### config.mk
export PLATFORM = sky130hd
export DESIGN_NAME = dram_bus_responder
export DESIGN_NICKNAME = d
export VERILOG_FILES = /design/src/rtl/dram_bus_responder.sv
export SDC_FILE = /design/constraint.sdc
export NUM_CORES = 1
export LEC_CHECK = 0
export BUFFER_PORTS_ARGS = -buffer_cell sky130_fd_sc_hd__buf_2
export CAP_MARGIN = 20
export CORE_MARGIN = 2
export CORE_UTILIZATION = 30
export DETAILED_ROUTE_END_ITERATION = 7
export PLACE_DENSITY = 0.59
export SETUP_SLACK_MARGIN = 0.1
export SKIP_LAST_GASP = 1
export SLEW_MARGIN = 20
export SYNTH_ARGS = -nofsm -noshare
export SYNTH_HDL_FRONTEND = slang
export SYNTH_SLANG_ARGS = --single-unit
### constraint.sdc
create_clock -name CLK -period 4.9 [get_ports CLK]
set_input_delay 0.49 -clock CLK [delete_from_list [all_inputs] [get_ports CLK]]
set_output_delay 0.49 -clock CLK [all_outputs]
set_load 0.01 [all_outputs]
### src/rtl/dram_bus_responder.sv
// Memory-side end of the arbitrated DRAM bus: turns each request into single-word
// req/ack backend transactions with lane steering, load extension and a watchdog.
module dram_bus_responder #(
   parameter int          ADDR_W   = 32,
   parameter int          TIMEOUT  = 255,
   parameter logic [31:0] ERR_DATA = 32'hDEADBEEF
) (
   input  logic              CLK,
   input  logic              RST_X,
   input  logic [ADDR_W-1:0] w_dram_addr,
   input  logic [31:0]       w_dram_wdata,
   input  logic              w_dram_we_t,
   input  logic              w_dram_le,
   input  logic [2:0]        w_dram_ctrl,
   output logic              w_dram_busy,
   output logic [31:0]       w_dram_odata,
   output logic              mem_req,
   output logic              mem_we,
   output logic [ADDR_W-1:0] mem_addr,
   output logic [31:0]       mem_wdata,
   output logic [3:0]        mem_be,
   input  logic              mem_ack,
   input  logic [31:0]       mem_rdata,
   output logic              err
);

   localparam logic [1:0] S_IDLE = 2'd0;
   localparam logic [1:0] S_WR   = 2'd1;
   localparam logic [1:0] S_RD   = 2'd2;
   localparam logic [1:0] S_DONE = 2'd3;
   localparam logic [7:0] TO_LAST = 8'(TIMEOUT - 1);

   logic [1:0]        state;
   logic              shadow;
   logic              pend_rd;
   logic [7:0]        cnt;
   logic [ADDR_W-1:0] addr_q;
   logic [31:0]       wdata_q;
   logic [2:0]        ctrl_q;
   logic              start_wr;
   logic              start_rd;

   function automatic logic access_ok(input logic [2:0] ctrl, input logic [1:0] a);
      case (ctrl)
         3'd0, 3'd4: access_ok = 1'b1;
         3'd1, 3'd5: access_ok = ~a[0];
         3'd2:       access_ok = (a == 2'd0);
         default:    access_ok = 1'b0;
      endcase
   endfunction

   function automatic logic [3:0] lane_be(input logic [2:0] ctrl, input logic [1:0] a);
      case (ctrl[1:0])
         2'd0:    lane_be = 4'b0001 << a;
         2'd1:    lane_be = 4'b0011 << a;
         default: lane_be = 4'b1111;
      endcase
   endfunction

   function automatic logic [31:0] lane_wdata(input logic [2:0] ctrl, input logic [31:0] d);
      case (ctrl[1:0])
         2'd0:    lane_wdata = {4{d[7:0]}};
         2'd1:    lane_wdata = {2{d[15:0]}};
         default: lane_wdata = d;
      endcase
   endfunction

   function automatic logic [31:0] load_ext(input logic [2:0] ctrl, input logic [1:0] a,
                                            input logic [31:0] word);
      logic signed [7:0]  sb;
      logic signed [15:0] sh;
      logic signed [31:0] ext;
      sb = word[{a, 3'b000} +: 8];
      sh = word[{a[1], 4'b0000} +: 16];
      case (ctrl)
         3'd0:    ext = sb;
         3'd1:    ext = sh;
         3'd4:    ext = {24'd0, sb};
         3'd5:    ext = {16'd0, sh};
         default: ext = word;
      endcase
      load_ext = ext;
   endfunction

   assign start_wr    = (state == S_IDLE) && (w_dram_we_t != shadow);
   assign start_rd    = (state == S_IDLE) && w_dram_le;
   assign w_dram_busy = (state != S_IDLE) | start_wr | start_rd;

   assign mem_req   = (state == S_WR) || (state == S_RD);
   assign mem_we    = (state == S_WR);
   assign mem_addr  = {addr_q[ADDR_W-1:2], 2'b00};
   assign mem_wdata = lane_wdata(ctrl_q, wdata_q);
   assign mem_be    = mem_req ? lane_be(ctrl_q, addr_q[1:0]) : 4'b0000;

   // Request capture: the backend only ever sees these latched copies
   always_ff @(posedge CLK) begin
      if (start_wr || start_rd) begin
         addr_q  <= w_dram_addr;
         wdata_q <= w_dram_wdata;
         ctrl_q  <= w_dram_ctrl;
      end
   end

   always_ff @(posedge CLK or posedge RST_X) begin
      if (RST_X) begin
         state        <= S_IDLE;
         shadow       <= 1'b0;
         pend_rd      <= 1'b0;
         cnt          <= 8'd0;
         w_dram_odata <= 32'd0;
         err          <= 1'b0;
      end else begin
         case (state)
            S_IDLE: begin
               shadow <= w_dram_we_t;
               cnt    <= 8'd0;
               if (start_wr || start_rd) begin
                  if (!access_ok(w_dram_ctrl, w_dram_addr[1:0])) begin
                     err     <= 1'b1;
                     pend_rd <= 1'b0;
                     state   <= S_DONE;
                     if (start_rd) w_dram_odata <= ERR_DATA;
                  end else if (start_wr) begin
                     pend_rd <= start_rd;
                     state   <= S_WR;
                  end else begin
                     state <= S_RD;
                  end
               end
            end
            S_WR: begin
               if (mem_ack) begin
                  cnt     <= 8'd0;
                  pend_rd <= 1'b0;
                  state   <= pend_rd ? S_RD : S_DONE;
               end else if (cnt == TO_LAST) begin
                  // A read queued behind a dead write can never run
                  err     <= 1'b1;
                  pend_rd <= 1'b0;
                  state   <= S_DONE;
                  if (pend_rd) w_dram_odata <= ERR_DATA;
               end else begin
                  cnt <= cnt + 8'd1;
               end
            end
            S_RD: begin
               if (mem_ack) begin
                  w_dram_odata <= load_ext(ctrl_q, addr_q[1:0], mem_rdata);
                  state        <= S_DONE;
               end else if (cnt == TO_LAST) begin
                  err          <= 1'b1;
                  w_dram_odata <= ERR_DATA;
                  state        <= S_DONE;
               end else begin
                  cnt <= cnt + 8'd1;
               end
            end
            default: state <= S_IDLE;
         endcase
      end
   end

endmodule

After elaboration in Yosys (flattened, before gate mapping):

Cells that the tools add are included.

* shift operators: 4
* bitwise logic cells: 3
* muxes and demuxes: 39
* $add $sub $neg: 1
* reduce and logical (&&, ||, !) cells: 20
* eq/ne operators: 24

Operators with widths (count)
* 32-bit two-way mux: 8
* 32-bit case mux with 4 select lines: 1
* 32-bit case mux with 3 select lines: 1
* 32-bit case mux with 2 select lines: 1
* 32-bit by 6-bit indexed part select with 16-bit output: 1
* 32-bit by 6-bit indexed part select with 8-bit output: 1
* 8-bit two-way mux: 3
* 8-bit case mux with 3 select lines: 1
* 3-bit == test (second input constant): 4
* 1-bit two-way mux: 12
* 2-bit two-way mux: 6
* 2-bit != test (second input constant): 5
* 8-bit by 1-bit adder with 8-bit output (second input constant): 1
* 8-bit == test (second input constant): 1
* 2-bit by 1-bit != test with 1-bit output (second input constant): 4
* 4-bit case mux with 2 select lines: 1
* 8-bit AND reduction: 1
* 3-bit by 1-bit == test with 1-bit output (second input constant): 2
* 2-bit zero test: 3
* 3-bit zero test: 2
* 2-bit case mux with 3 select lines: 1
* 2-bit nonzero test: 3
* 2-bit OR reduction: 3
* 5-bit AND reduction: 1
* other kinds (19): 24

* output and inout port bits: 104
* input port bits: 104
* register bits after elaboration: 112
* logic and storage cells: 100

Depth between registers and ports, before layout:

Gate-level depths: netlist of the first run.

* word-level depth: 8
* gate-level depth with buffers: 8
* gate-level depth less buffers: 7

Worst setup path after synthesis of the first run:

OpenSTA, ideal clock, no wires.

* kind: register -> register
* start point: register state[0]
* end point: register addr_q[0] (enable)
* library setup time: 0.500 ns
* arrival: 3.985 ns
* stages on the path, launching flop included: 5
* period minus slack after synthesis: 4.485 ns
* setup slack: 0.415 ns
* buffers on the path: 1
* data required time: 4.400 ns
* cell sequence: dfrtp_1 inv_1 ha_1 clkbuf_1 nor2b_1

* word-level cells in the longest chain between the ends: 3
* elaborated cells between the ends (all ways): 4
* classes of those cells: reduce/logical (4)

RTL lines
* start, declared: RTL line 33 `logic [1:0] state;`
* start signal, assigned: RTL line 135 `state <= pend_rd ? S_RD : S_DONE;`
* 2-bit zero test (*): RTL line 85, 86
* 1-bit logical AND, on equally long branches: RTL line 85, 86
* 1-bit logical OR (*): RTL line 97 `if (start_wr || start_rd) begin`
* end signal, assigned: RTL line 98 `addr_q <= w_dram_addr;`
* end, declared: RTL line 37 `logic [ADDR_W-1:0] addr_q;`

Mark *: on every way between the ends. The rest lies on a longest branch, timed or not.
A chain may end at the register's enable or synchronous reset.

Worst setup path after layout of the first run:

* start point: register ctrl_q[0]
* end point: output port mem_wdata[9]

* word-level cells in the longest chain between the ends: 2
* elaborated cells between the ends (all ways): 3
* classes of those cells: eq/ne (1); mux (1); reduce/logical (1)

RTL lines
* start, declared: RTL line 39 `logic [2:0] ctrl_q;`
* start signal, assigned: RTL line 100 `ctrl_q <= w_dram_ctrl;`
* 2-bit by 1-bit == test with 1-bit output / 2-bit zero test (equally long branches): RTL line 61 `case (ctrl[1:0])`
* 32-bit case mux with 2 select lines (*): RTL line 61
* end, declared: RTL line 20 `output logic [31:0] mem_wdata,`

Marks and branches as above.

==> impl_table.tex, run 1 <==
\begin{tabular}{lr}
\hline
Metric & Value \\
\hline
\multicolumn{2}{l}{\textbf{Detailed routing}} \\
\quad Avg WL per Cell & 17.40 um \\
\quad Number of nets still failing antenna checks after routing & 0 \\
\quad Total iterations of the first detailed-routing run & 4 \\
\quad Via count normalized by instance count & 4.838 \\
\quad DRC Markers & 0 \\
\quad Final Routed Wirelength & 15,140 um \\
\quad Routed via count & 4,209 \\
\quad Iteration-0 DRC Markers & 206 \\
\multicolumn{2}{l}{\textbf{CTS}} \\
\quad Number of clock sinks & 112 \\
\quad Clock Pin Slew Worst Setup and Hold Paths & 0.08 ns \\
\quad TritonCTS clock tree & built \\
\quad Library cell used as clock root buffer & sky130\_fd\_sc\_hd\_\_clkbuf\_16 \\
\quad Setup Buffers After CTS & 0 \\
\quad Cts bufs inserted & 9 \\
\quad Maximum number of buffers from clock root to sink & 2 \\
\quad Clk\_lat worst skew & 0.36 ns \\
\quad Cts repair resizes & 0 \\
\quad Cts hold-fix bufs & 0 \\
\quad H-tree depth reported by CTS & 3 \\
\multicolumn{2}{l}{\textbf{Final layout}} \\
\quad Relative area change from synthesis to final layout & 22.38\% \\
\quad Final cell area excluding filler cells & 6718 um\^{}2 \\
\quad Antenna fix cells & 0 \\
\quad Number of nets in the final layout & 746 \\
\quad Share of the core filled with cells in the final layout & 37.40\% \\
\quad Ratio of cells with drive above 1 in the final layout & 39.31\% \\
\multicolumn{2}{l}{\textbf{Pwr}} \\
\quad Power density normalized to cell area & 611.4 nW/um\^{}2 \\
\quad Worst vdd rail ir drop & 250.0 uV \\
\quad Clk pwr share & 18.3\% \\
\quad Proportion of power drawn by flip-flops and latches & 38.6\% \\
\quad Leakage power & 2.905 nW \\
\quad Proportion of power drawn by combinational gates & 43.1\% \\
\quad Net switching fraction of the power & 40.40\% \\
\quad NetSw & 1.660 mW \\
\quad Cell-internal power & 2.448 mW \\
\multicolumn{2}{l}{\textbf{Placed design}} \\
\quad Post-Place Setup Slack & 2.244 ns \\
\quad Post-place instance area & 6414 um\^{}2 \\
\quad Count of input and output buffers & 205 \\
\quad Final GP Congestion & 0.7754 \\
\quad Sum of net half-perimeters after detailed placement & 11,330 um \\
\multicolumn{2}{l}{\textbf{Timing}} \\
\quad Worst Skew & 0.01188 ns \\
\quad Sum of negative setup slack & 0 ns \\
\quad Worst Slack Setup Final & 2.048 ns \\
\quad Total count of max-transition violations in the final report & 0 \\
\quad Share of the clock period used by the worst path after layout & 58.20\% \\
\quad Number of hold violations in the final report & 0 \\
\quad Relative slew slack & 43.74\% \\
\quad Setup-failing EPs final & 0 \\
\quad Smallest hold slack & 0.2776 ns \\
\quad Slew at the pin closest to its max-slew limit & 0.8422 ns \\
\quad Min cycle time layout & 2.852 ns \\
\quad Highest attainable clock frequency & 350.7 MHz \\
\quad RSZ-0062 raised after global routing & no \\
\multicolumn{2}{l}{\textbf{Floorplanning}} \\
\quad Die W & 139.3 um \\
\quad Area of the placeable core & 17,960 um\^{}2 \\
\quad Vert. Die Dim & 139.3 um \\
\quad Number of cell rows & 49 \\
\quad Die outline area & 19,390 um\^{}2 \\
\quad Initial cell density of the core & 30.56\% \\
\quad Number of placed I/O pins & 208 \\
\multicolumn{2}{l}{\textbf{Synthesis}} \\
\quad Sequential-to-total area share from yosys stat & 57.17\% \\
\quad Flop and latch count out of synthesis & 112 \\
\quad Cell with the most instances after synthesis & sky130\_fd\_sc\_hd\_\_edfxtp\_1 \\
\quad Leading cell types by total area after synthesis & sky130\_fd\_sc\_hd\_\_edfxtp\_1 (37\%), sky130\_fd\_sc\_hd\_\_dfrtp\_1 (21\%), sky130\_fd\_sc\_hd\_\_buf\_4 (5.6\%) \\
\quad Number of synthesis warnings & 0 \\
\quad Post-synthesis instance area & 5489 um\^{}2 \\
\quad Ys flop type & sky130\_fd\_sc\_hd\_\_edfxtp\_1 \\
\quad Area share of the leading cell type in the synthesized netlist & 36.65\% \\
\quad Number of cells produced by synthesis & 484 \\
\quad Number of enable flip-flop cells after synthesis & 67 \\
\quad Distinct cells, synth & 56 \\
\quad Post-synth top area cell & sky130\_fd\_sc\_hd\_\_edfxtp\_1 \\
\quad Most common library cells after synthesis & sky130\_fd\_sc\_hd\_\_edfxtp\_1 (67), sky130\_fd\_sc\_hd\_\_nand2\_1 (65), sky130\_fd\_sc\_hd\_\_dfrtp\_1 (45), sky130\_fd\_sc\_hd\_\_buf\_4 (41), sky130\_fd\_sc\_hd\_\_o21ai\_0 (28) \\
\quad Async set-reset flop share out of synthesis & 40.18\% \\
\quad Syn\_area\_per\_cell & 11.34 um\^{}2 \\
\multicolumn{2}{l}{\textbf{Worst hold path}} \\
\quad Class of the most critical hold timing path & in2async \\
\multicolumn{2}{l}{\textbf{Global routing}} \\
\quad Global-route wire length before repair & 23,370 um \\
\quad Via count of the first global-routing pass & 4,191 \\
\quad GRT overflow & 0 \\
\quad Number of antenna violations at the first check in global routing & 1 \\
\quad Maximum number of pins on one net before global-route repair & 65 \\
\quad GRT Total Usage & 15.48\% \\
\multicolumn{2}{l}{\textbf{Setup path}} \\
\quad Type of destination of the critical path & primary output \\
\quad Worst Path Class, Setup & reg2out \\
\quad Worst-case reg-to-reg path depth & 4 \\
\quad Required time worst endpoint & 4.41 ns \\
\quad Largest fanout on the critical path & 17 \\
\quad Crit path launch type & flop \\
\quad CP Data Arrival Time & 2.36 ns \\
\multicolumn{2}{l}{\textbf{Status}} \\
\quad Status & completed \\
\multicolumn{2}{l}{\textbf{Flow run}} \\
\quad MaxCap Viol Count & 0 \\
\hline
\end{tabular}
sequential cells by signal, indices dropped and copies added, names as in the netlist:
register      cells
w_dram_odata     32
addr_q           32
wdata_q          32
state             2
err               1
pend_rd           1
cnt               8
ctrl_q            3
shadow            1
critical path: stages (launching register included):
cell	delay, ns
sky130_fd_sc_hd__edfxtp_1	0.73
sky130_fd_sc_hd__nor2_1	0.51
sky130_fd_sc_hd__buf_4	0.26
sky130_fd_sc_hd__mux2_2	0.35
sky130_fd_sc_hd__buf_2	0.14
layout by cell type (no fill, tap or decap), types with 3 or more instances in the layout:
cell / n
sky130_fd_sc_hd__o21a_1: 4
sky130_fd_sc_hd__nand3_1: 5
sky130_fd_sc_hd__nor3_1: 3
sky130_fd_sc_hd__nor2_1: 27
sky130_fd_sc_hd__o31ai_1: 18
sky130_fd_sc_hd__ha_1: 6
sky130_fd_sc_hd__a31oi_1: 5
sky130_fd_sc_hd__a2111oi_0: 6
sky130_fd_sc_hd__inv_6: 3
sky130_fd_sc_hd__nand3b_1: 5
sky130_fd_sc_hd__a211oi_1: 3
sky130_fd_sc_hd__mux2_2: 18
sky130_fd_sc_hd__inv_1: 10
sky130_fd_sc_hd__edfxtp_1: 67
sky130_fd_sc_hd__nand2b_1: 9
sky130_fd_sc_hd__clkbuf_16: 9
sky130_fd_sc_hd__o21ai_0: 28
sky130_fd_sc_hd__a21o_1: 3
sky130_fd_sc_hd__mux2i_1: 13
sky130_fd_sc_hd__dfrtp_1: 45
sky130_fd_sc_hd__nor2b_1: 8
sky130_fd_sc_hd__a22oi_1: 3
sky130_fd_sc_hd__buf_2: 205
sky130_fd_sc_hd__a21oi_1: 22
sky130_fd_sc_hd__buf_4: 5
sky130_fd_sc_hd__a221oi_1: 6
sky130_fd_sc_hd__nand2_1: 65
stage by stage:
stage          total power [mW]  instances
5_1_grt                   4.414        870
3_5_place_dp              3.404        854
3_3_place_gp              3.389        854
4_1_cts                   4.164        870
6_report                  4.107        870
2_1_floorplan             2.872        485
path summary, 6_finish.rpt:
path / from / end / slack, ns
min in group CLK: w_dram_addr[9] / addr_q[9]$_DFFE_PP_ / 0.29
max in group asynchronous: RST_X / w_dram_odata[12]$_DFFE_PP0P_ / 4.20
worst max-delay path: ctrl_q[0]$_DFFE_PP_ / mem_wdata[9] / 2.05
worst min-delay path: RST_X / w_dram_odata[16]$_DFFE_PP0P_ / 0.28
worst min register to register: w_dram_odata[14]$_DFFE_PP0P_ / w_dram_odata[14]$_DFFE_PP0P_ / 0.48
worst max register to register: state[0]$_DFFE_PP0P_ / addr_q[8]$_DFFE_PP_ / 2.25
cells by family after synthesis:
kind of cell	Yosys count	share of synthesized area, %
and+or+nand+nor	131	10.90
AOI/OAI and AO/OA	121	15.57
DFF	112	57.17
buffers and inverters	81	8.708
muxes	31	6.063
adders and majority gates	6	1.368
other	1	0.06832
xor gates and xnor gates	1	0.1596
metal layers:
metal	track usage, %	wire [um]	up-vias
met5	0	11	-
met4	5.795	268	2
met3	5.953	1511	19
met2	23.84	6838	181
met1	19.80	6506	1984
li1	-	-	2023
area by class of cell:
type	instances	area [um^2]
fillers	1817	11250
flip-flops and latches	112	3138
multi-input cells	292	1884
repair buffers	210	1064
well taps	229	286.5
clock buffers	9	225.2
clock inverters	7	78.83
inverters	11	41.29
power groups by stage:
stage               logic [mW]  registers (mW)  clock network [mW]
CTS                       1.80            1.59               0.773
global placement          1.78            1.60                   0
global route              1.97            1.63               0.810
floorplan                 1.25            1.62                   0
finish                    1.77            1.59               0.750
detailed placement        1.80            1.61                   0
Power figures use the tool's default switching activity.
==> inputs of run 2 (changes only) <==
--- a/config.mk
+++ b/config.mk
@@ -10,7 +10,7 @@
 export CORE_MARGIN = 2
 export CORE_UTILIZATION = 30
 export DETAILED_ROUTE_END_ITERATION = 7
-export PLACE_DENSITY = 0.59
+export PLACE_DENSITY = 0.61
 export SETUP_SLACK_MARGIN = 0.1
 export SKIP_LAST_GASP = 1
 export SLEW_MARGIN = 20
==> constraint.sdc (replaced) <==
create_clock -name CLK -period 2.4 [get_ports CLK]
set_input_delay 0.24 -clock CLK [delete_from_list [all_inputs] [get_ports CLK]]
set_output_delay 0.24 -clock CLK [all_outputs]
set_load 0.01 [all_outputs]
==> run 2 against run 1 <==
Effect of this change:
- critical path depth grew 1
- design area grew 2.1%
- cell count is 1.5% higher
- highest routed layer is now met4
- routed wire length is 2.6% lower
- combinational power is 120% higher
- clock power increased by 110%
- first-iteration DRC count grew 14%
- total power grew 110%
- core utilization rose by 0.80 points
==> impl_table.tex, run 2 (synthesis gave the netlist of run 1 again) <==
\begin{tabular}{lr}
\hline
Metric & Value \\
\hline
\multicolumn{2}{l}{\textbf{Status}} \\
\quad Status & completed \\
\multicolumn{2}{l}{\textbf{Detailed routing}} \\
\quad Detailed-routed wire length on met3 & 1812 um (+20\%) \\
\quad Top Metal Used & met4 \\
\quad Total length of routed met2 wires & 6696 um (-2.1\%) \\
\quad Total iterations of the first detailed-routing run & 4 (unchanged) \\
\quad Iteration-0 DRC Markers & 234 (+14\%) \\
\quad Final Routed Wirelength & 14,740 um (-2.6\%) \\
\quad Routed via count & 4,244 (+0.83\%) \\
\quad Avg WL per Cell & 16.69 um (-4.1\%) \\
\quad Via count normalized by instance count & 4.806 (-0.65\%) \\
\quad Number of nets still failing antenna checks after routing & 0 (unchanged) \\
\quad DRC Markers & 0 (unchanged) \\
\quad Total routed wire length on the met1 layer & 6069 um (-6.7\%) \\
\multicolumn{2}{l}{\textbf{Worst hold path}} \\
\quad Worst hold endpoint & addr\_q[29]\$\_DFFE\_PP\_ \\
\quad Critical hold path startpoint & w\_dram\_addr[29] \\
\quad Worst Hold Depth & 1 \\
\quad Class of the most critical hold timing path & in2reg \\
\multicolumn{2}{l}{\textbf{Placed design}} \\
\quad Post-Place Setup Slack & 0.3096 ns (-1.934 ns) \\
\quad Sum of net half-perimeters after detailed placement & 11,160 um (-1.5\%) \\
\quad Number of placed cells counting well taps & 864 (+1.2\%) \\
\quad Post-place instance area & 6529 um\^{}2 (+1.8\%) \\
\quad Count of input and output buffers & 205 (unchanged) \\
\quad Final GP Congestion & 0.8197 (+5.7\%) \\
\multicolumn{2}{l}{\textbf{Final layout}} \\
\quad FILL cells & 1,778 (-2.1\%) \\
\quad Share of the core filled with cells in the final layout & 38.20\% (+0.80 points) \\
\quad Relative area change from synthesis to final layout & 25.01\% \\
\quad Ratio of cells with drive above 1 in the final layout & 40.83\% (+1.5 points) \\
\quad Register area & 3138 um\^{}2 (unchanged) \\
\quad Final cell area excluding filler cells & 6862 um\^{}2 (+2.1\%) \\
\quad Leading cell types in the layout, fill and taps excluded & sky130\_fd\_sc\_hd\_\_buf\_2 (205), sky130\_fd\_sc\_hd\_\_edfxtp\_1 (67), sky130\_fd\_sc\_hd\_\_nand2\_1 (65) \\
\quad Combined area of the multi-input logic cells & 1889 um\^{}2 (+0.27\%) \\
\quad Number of nets in the final layout & 759 (+1.7\%) \\
\quad Most frequent standard cell in the layout excluding fill and tap cells & sky130\_fd\_sc\_hd\_\_buf\_2 \\
\quad Biggest regs & addr\_q: 32 flops, w\_dram\_odata: 32 flops, wdata\_q: 32 flops \\
\quad Filler-free cell count of the finished design & 883 (+1.5\%) \\
\quad Antenna fix cells & 0 (unchanged) \\
\multicolumn{2}{l}{\textbf{Setup path}} \\
\quad Worst Path Class, Setup & reg2reg \\
\quad Worst-case reg-to-reg path depth & 5 (+1) \\
\quad Worst setup path startpoint & addr\_q[1]\$\_DFFE\_PP\_ \\
\quad Worst reg2reg path startpoint & addr\_q[1]\$\_DFFE\_PP\_ \\
\quad Terminus of the critical flop-to-flop path & w\_dram\_odata[28]\$\_DFFE\_PP0P\_ \\
\quad CP Data Arrival Time & 2.31 ns (-0.05 ns) \\
\quad Worst reg-to-reg setup slack & 0.31 ns (-1.94 ns) \\
\quad Crit path launch type & flop \\
\quad Type of destination of the critical path & flop \\
\quad Required time worst endpoint & 2.62 ns (-1.79 ns) \\
\quad Largest fanout on the critical path & 11 (-6) \\
\multicolumn{2}{l}{\textbf{Timing}} \\
\quad Highest attainable clock frequency & 477.8 MHz \\
\quad RSZ-0062 raised after global routing & no \\
\quad Min cycle time layout & 2.093 ns \\
\quad Smallest hold slack & 0.03896 ns (-0.2387 ns) \\
\quad Relative slew slack & 49.48\% (+5.7 points) \\
\quad Sum of negative setup slack & 0 ns (unchanged) \\
\quad Number of hold violations in the final report & 0 (unchanged) \\
\quad Worst Skew & 0.01070 ns (-0.001187 ns) \\
\quad Setup-failing EPs final & 0 (unchanged) \\
\quad Slew at the pin closest to its max-slew limit & 0.7550 ns (-0.08721 ns) \\
\quad Share of the clock period used by the worst path after layout & 87.21\% \\
\quad Worst Slack Setup Final & 0.3070 ns (-1.741 ns) \\
\quad Total count of max-transition violations in the final report & 0 (unchanged) \\
\multicolumn{2}{l}{\textbf{Global routing}} \\
\quad GRT Total Usage & 15.14\% (-0.34 points) \\
\quad Maximum number of pins on one net before global-route repair & 68 (+4.6\%) \\
\quad Global-route wire length before repair & 22,740 um (-2.7\%) \\
\quad Via count of the first global-routing pass & 4,186 (-0.12\%) \\
\quad Number of antenna violations at the first check in global routing & 0 (-1) \\
\quad GRT overflow & 0 (unchanged) \\
\multicolumn{2}{l}{\textbf{CTS}} \\
\quad Number of clock sinks & 112 (unchanged) \\
\quad Maximum number of buffers from clock root to sink & 2 (unchanged) \\
\quad Clk\_lat worst skew & 0.37 ns (about the same) \\
\quad Clock Pin Slew Worst Setup and Hold Paths & 0.09 ns (about the same) \\
\quad Cts bufs inserted & 9 (unchanged) \\
\quad TritonCTS clock tree & built \\
\quad H-tree depth reported by CTS & 3 (unchanged) \\
\quad Library cell used as clock root buffer & sky130\_fd\_sc\_hd\_\_clkbuf\_16 \\
\multicolumn{2}{l}{\textbf{Floorplanning}} \\
\quad Number of cell rows & 49 (unchanged) \\
\quad Die outline area & 19,390 um\^{}2 (unchanged) \\
\quad Area of the placeable core & 17,960 um\^{}2 (unchanged) \\
\quad Die W & 139.3 um (unchanged) \\
\quad Number of placed I/O pins & 208 (unchanged) \\
\quad Vert. Die Dim & 139.3 um (unchanged) \\
\quad Initial cell density of the core & 30.56\% (unchanged) \\
\multicolumn{2}{l}{\textbf{Pwr}} \\
\quad Clk pwr share & 18.0\% (-0.3 points) \\
\quad Worst vdd rail ir drop & 710.1 uV (+180\%) \\
\quad Cell-internal power & 5.160 mW (+110\%) \\
\quad Net switching fraction of the power & 39.82\% (-0.59 points) \\
\quad Proportion of power drawn by combinational gates & 45.0\% (+1.9 points) \\
\quad Leakage power & 2.984 nW (+2.7\%) \\
\quad Post-layout power & 8.574 mW (+110\%) \\
\quad Power density normalized to cell area & 1250 nW/um\^{}2 (+100\%) \\
\quad Proportion of power drawn by flip-flops and latches & 37.0\% (-1.6 points) \\
\quad NetSw & 3.414 mW (+110\%) \\
\multicolumn{2}{l}{\textbf{Flow run}} \\
\quad MaxCap Viol Count & 0 (unchanged) \\
\hline
\end{tabular}
run 2: cell types whose count changed in the layout (fill, tap and decap cells not counted), sizes merged:
cell | previous run | this run
clkinv | 4 | 3
buf | 210 | 222
inv | 14 | 15
dlygate4sd3 | 0 | 1
run 2: worst max-delay path: stages (launching register included):
cell                       delay [ns]
sky130_fd_sc_hd__edfxtp_1        0.54
sky130_fd_sc_hd__mux2_2          0.37
sky130_fd_sc_hd__a31oi_1         0.16
sky130_fd_sc_hd__o21ai_1         0.11
sky130_fd_sc_hd__nor2_1          0.61
sky130_fd_sc_hd__o31ai_1         0.16
run 2: per-layer routing:
metal | vias to the layer above | track usage (%)
li1 | 2047 | -
met1 | 1977 | 18.55
met2 | 211 | 23.81
met3 | 9 | 7.364
met4 | 0 | 4.253
met5 | - | 0
run 2: power groups by stage:
stage                     Combinational, mW  Clock [mW]  Sequential (mW)
after global placement                 3.85           0             3.22
after detailed placement               3.88           0             3.24
after floorplan                        2.59           0             3.27
final                                  3.86        1.55             3.17
after global routing                   4.28        1.65             3.27
after CTS                              3.89        1.60             3.20
run 2: repair_timing:
action,in CTS,in global routing
hold endpoints to repair,45,0
setup endpoints to repair,0,6
gates resized for setup,0,1
hold buffers,1,0
setup buffers,0,2
run 2: worst max-delay path by stage:
stage | end | slack [ns] | cells after the start
after global routing | w_dram_odata[14]$_DFFE_PP0P_ | 0.12 | 8
after detailed placement | w_dram_odata[18]$_DFFE_PP0P_ | 0.31 | 5
final | w_dram_odata[28]$_DFFE_PP0P_ | 0.31 | 5
after floorplan | addr_q[0]$_DFFE_PP_ | 0.10 | 4
after global placement | w_dram_odata[2]$_DFFE_PP0P_ | 0.35 | 5
after CTS | mem_wdata[17] | 0.16 | 3
run 2: area by class of cell:
type	count	share of cell area [%]
well taps	229	4.176
clock buffers	9	3.282
flip-flops and latches	112	45.73
clock inverters	7	1.167
repair buffers	223	17.51
inverters	11	0.6018
multi-input cells	292	27.53
==> inputs of run 3 (changes only) <==
--- a/config.mk
+++ b/config.mk
@@ -11,6 +11,7 @@
 export CORE_UTILIZATION = 30
 export DETAILED_ROUTE_END_ITERATION = 7
 export PLACE_DENSITY = 0.61
+export RECOVER_POWER = 100
 export SETUP_SLACK_MARGIN = 0.1
 export SKIP_LAST_GASP = 1
 export SLEW_MARGIN = 20
==> run 3 against run 2 <==
Effect of this change:
- register-to-register slack lost 0.02 ns
- sequential power is essentially flat
- total power decreased by 2.8%
- combinational power fell by 7.0%
- fmax shrank 4.1%
- critical path depth shrank 1
- non-clock buffer count is the same
- design area down 2.7%
- largest power group unchanged
- highest routed layer unchanged
==> impl_table.tex, run 3 (synthesis gave the netlist of run 1 again) <==
\begin{tabular}{lr}
\hline
Metric & Value \\
\hline
\multicolumn{2}{l}{\textbf{Setup path}} \\
\quad Type of destination of the critical path & primary output \\
\quad Worst reg-to-reg setup slack & 0.29 ns (-0.02 ns) \\
\quad Largest fanout on the critical path & 10 (-1) \\
\quad Crit-path slowest cell & sky130\_fd\_sc\_hd\_\_edfxtp\_1 \\
\quad Required time worst endpoint & 2.16 ns (-0.46 ns) \\
\quad Crit path launch type & flop \\
\quad Capturing element of the worst setup path & mem\_wdata[10] \\
\quad Number of cells on the critical path & 4 (-1) \\
\quad Cell-by-cell listing of the critical path & nor2\_1, clkbuf\_2, mux2\_1, buf\_2 \\
\quad Worst Path Class, Setup & reg2out \\
\quad CP Data Arrival Time & 1.94 ns (-0.37 ns) \\
\quad Crit-path max cell delay & 0.55 ns (-0.06 ns) \\
\quad Worst setup path startpoint & ctrl\_q[0]\$\_DFFE\_PP\_ \\
\quad Number of buffer and inverter instances along the worst setup path & 2 (+2) \\
\quad Worst-case reg-to-reg path depth & 4 (-1) \\
\quad Worst reg2reg path startpoint & state[0]\$\_DFFE\_PP0P\_ \\
\quad Terminus of the critical flop-to-flop path & addr\_q[13]\$\_DFFE\_PP\_ \\
\quad Kind of cell adding the most delay to the critical path & flip-flops \\
\multicolumn{2}{l}{\textbf{Placed design}} \\
\quad Post-Place Setup Slack & 0.3096 ns (unchanged) \\
\quad Number of placed cells counting well taps & 864 (unchanged) \\
\quad Post-place instance area & 6529 um\^{}2 (unchanged) \\
\quad Sum of net half-perimeters after detailed placement & 11,160 um (unchanged) \\
\quad Final GP Congestion & 0.8197 (unchanged) \\
\quad Count of input and output buffers & 205 (unchanged) \\
\multicolumn{2}{l}{\textbf{Global routing}} \\
\quad GRT overflow & 0 (unchanged) \\
\quad Number of antenna violations at the first check in global routing & 0 (unchanged) \\
\quad Global-route wire length before repair & 22,740 um (unchanged) \\
\quad GRT Total Usage & 15.14\% (unchanged) \\
\quad Maximum number of pins on one net before global-route repair & 68 (unchanged) \\
\quad Via count of the first global-routing pass & 4,186 (unchanged) \\
\multicolumn{2}{l}{\textbf{Final layout}} \\
\quad Most frequent standard cell in the layout excluding fill and tap cells & sky130\_fd\_sc\_hd\_\_clkbuf\_1 \\
\quad FILL cells & 1,841 (+3.5\%) \\
\quad Ratio of cells with drive above 1 in the final layout & 23.70\% (-17 points) \\
\quad Combined area of the multi-input logic cells & 1877 um\^{}2 (-0.66\%) \\
\quad Biggest regs & addr\_q: 32 flops, w\_dram\_odata: 32 flops, wdata\_q: 32 flops \\
\quad Antenna fix cells & 0 (unchanged) \\
\quad Number of nets in the final layout & 759 (unchanged) \\
\quad Register area & 3138 um\^{}2 (unchanged) \\
\quad Share of the core filled with cells in the final layout & 37.15\% (-1.0 points) \\
\quad Relative area change from synthesis to final layout & 21.59\% \\
\quad Filler-free cell count of the finished design & 883 (unchanged) \\
\quad Final cell area excluding filler cells & 6674 um\^{}2 (-2.7\%) \\
\quad Leading cell types in the layout, fill and taps excluded & sky130\_fd\_sc\_hd\_\_clkbuf\_1 (107), sky130\_fd\_sc\_hd\_\_buf\_2 (101), sky130\_fd\_sc\_hd\_\_edfxtp\_1 (67) \\
\multicolumn{2}{l}{\textbf{Pwr}} \\
\quad Post-layout power & 8.330 mW (-2.8\%) \\
\quad Leakage power & 2.671 nW (-10\%) \\
\quad Worst vdd rail ir drop & 707.1 uV (-0.43\%) \\
\quad Power density normalized to cell area & 1248 nW/um\^{}2 (-0.12\%) \\
\multicolumn{2}{l}{\textbf{Status}} \\
\quad Status & completed \\
\multicolumn{2}{l}{\textbf{Flow run}} \\
\quad MaxCap Viol Count & 0 (unchanged) \\
\multicolumn{2}{l}{\textbf{Timing}} \\
\quad Slew at the pin closest to its max-slew limit & 1.150 ns (+0.3953 ns) \\
\quad Share of the clock period used by the worst path after layout & 90.89\% (+3.7 points) \\
\quad Worst Skew & 0.01117 ns (+0.0004714 ns) \\
\quad Setup-failing EPs final & 0 (unchanged) \\
\quad Relative slew slack & 23.31\% (-26 points) \\
\quad Total count of max-transition violations in the final report & 0 (unchanged) \\
\quad Smallest hold slack & 0.03902 ns (+0.00005900 ns) \\
\quad RSZ-0062 raised after global routing & no \\
\quad Sum of negative setup slack & 0 ns (unchanged) \\
\quad Min cycle time layout & 2.181 ns (+0.08847 ns) \\
\quad Worst Slack Setup Final & 0.2185 ns (-0.08847 ns) \\
\quad Highest attainable clock frequency & 458.4 MHz (-4.1\%) \\
\quad Number of hold violations in the final report & 0 (unchanged) \\
\multicolumn{2}{l}{\textbf{Detailed routing}} \\
\quad Number of nets still failing antenna checks after routing & 0 (unchanged) \\
\quad Final Routed Wirelength & 14,730 um (about the same) \\
\quad Via count normalized by instance count & 4.800 (-0.14\%) \\
\quad DRC Markers & 0 (unchanged) \\
\quad Routed via count & 4,238 (-0.14\%) \\
\quad Total iterations of the first detailed-routing run & 5 (+1) \\
\quad Iteration-0 DRC Markers & 225 (-3.8\%) \\
\quad Avg WL per Cell & 16.68 um (about the same) \\
\multicolumn{2}{l}{\textbf{CTS}} \\
\quad Maximum number of buffers from clock root to sink & 2 (unchanged) \\
\quad H-tree depth reported by CTS & 3 (unchanged) \\
\quad Clk\_lat worst skew & 0.37 ns (about the same) \\
\quad Clock Pin Slew Worst Setup and Hold Paths & 0.09 ns (about the same) \\
\quad Number of clock sinks & 112 (unchanged) \\
\quad Library cell used as clock root buffer & sky130\_fd\_sc\_hd\_\_clkbuf\_16 \\
\quad TritonCTS clock tree & built \\
\quad Cts bufs inserted & 9 (unchanged) \\
\multicolumn{2}{l}{\textbf{Floorplanning}} \\
\quad Die W & 139.3 um (unchanged) \\
\quad Die outline area & 19,390 um\^{}2 (unchanged) \\
\quad Number of cell rows & 49 (unchanged) \\
\quad Initial cell density of the core & 30.56\% (unchanged) \\
\quad Vert. Die Dim & 139.3 um (unchanged) \\
\quad Number of placed I/O pins & 208 (unchanged) \\
\quad Area of the placeable core & 17,960 um\^{}2 (unchanged) \\
\multicolumn{2}{l}{\textbf{Worst hold path}} \\
\quad Class of the most critical hold timing path & in2reg \\
\hline
\end{tabular}
==> run 3: worst register-to-register path: cells and delay by family (launching register included) <==
family | cells | cell delay [ns]
flops | 1 | 0.40
buf+inv | 2 | 0.60
simple gates | 1 | 0.23
fa+ha+maj | 1 | 0.46
==> run 3: what timing repair did <==
action | 4_1_cts | 5_1_grt
hold buffers | 1 | 0
endpoints found under the hold margin | 45 | 0
setup endpoints to repair | 0 | 6
resized for setup | 0 | 1
buffers inserted | 0 | 2
==> run 3: routing by layer <==
| layer | share of wire [%] | GRT usage, % | wire length (um) |
|---|---|---|---|
| met1 | 42 | 18.55 | 6199 |
| met2 | 46 | 23.81 | 6716 |
| met3 | 11 | 7.364 | 1652 |
| met4 | 1.1 | 4.253 | 159 |
| met5 | 0 | 0 | 0 |
==> run 3: cell type report <==
type                       count  area share (%)
inverter                      11          0.6187
timing repair buffer         223           15.37
multi-input combinational    292           28.12
clock inverter                 7           1.200
sequential                   112           47.02
tap                          229           4.293
clock buffer                   9           3.375
==> run 3: where the power goes <==
group	switching, mW	total, mW	internal, mW	leakage [nW]
Sequential	0.333	3.19	2.86	1.17
Combinational	2.30	3.59	1.29	1.35
Clock	0.797	1.54	0.748	0.151
==> run 3: worst min path at each step <==
| stage | startpoint | to | cells after the start | slack, ns |
|---|---|---|---|---|
| after global routing | w_dram_addr[10] | addr_q[10]$_DFFE_PP_ | 1 | 0.02 |
| final | w_dram_addr[29] | addr_q[29]$_DFFE_PP_ | 1 | 0.04 |
| after floorplan | w_dram_addr[0] | addr_q[0]$_DFFE_PP_ | 0 | 0.34 |
| after detailed placement | RST_X | w_dram_odata[2]$_DFFE_PP0P_ | 3 | 0.30 |
| after CTS | w_dram_addr[27] | addr_q[27]$_DFFE_PP_ | 1 | 0.02 |
| after global placement | RST_X | w_dram_odata[2]$_DFFE_PP0P_ | 3 | 0.30 |
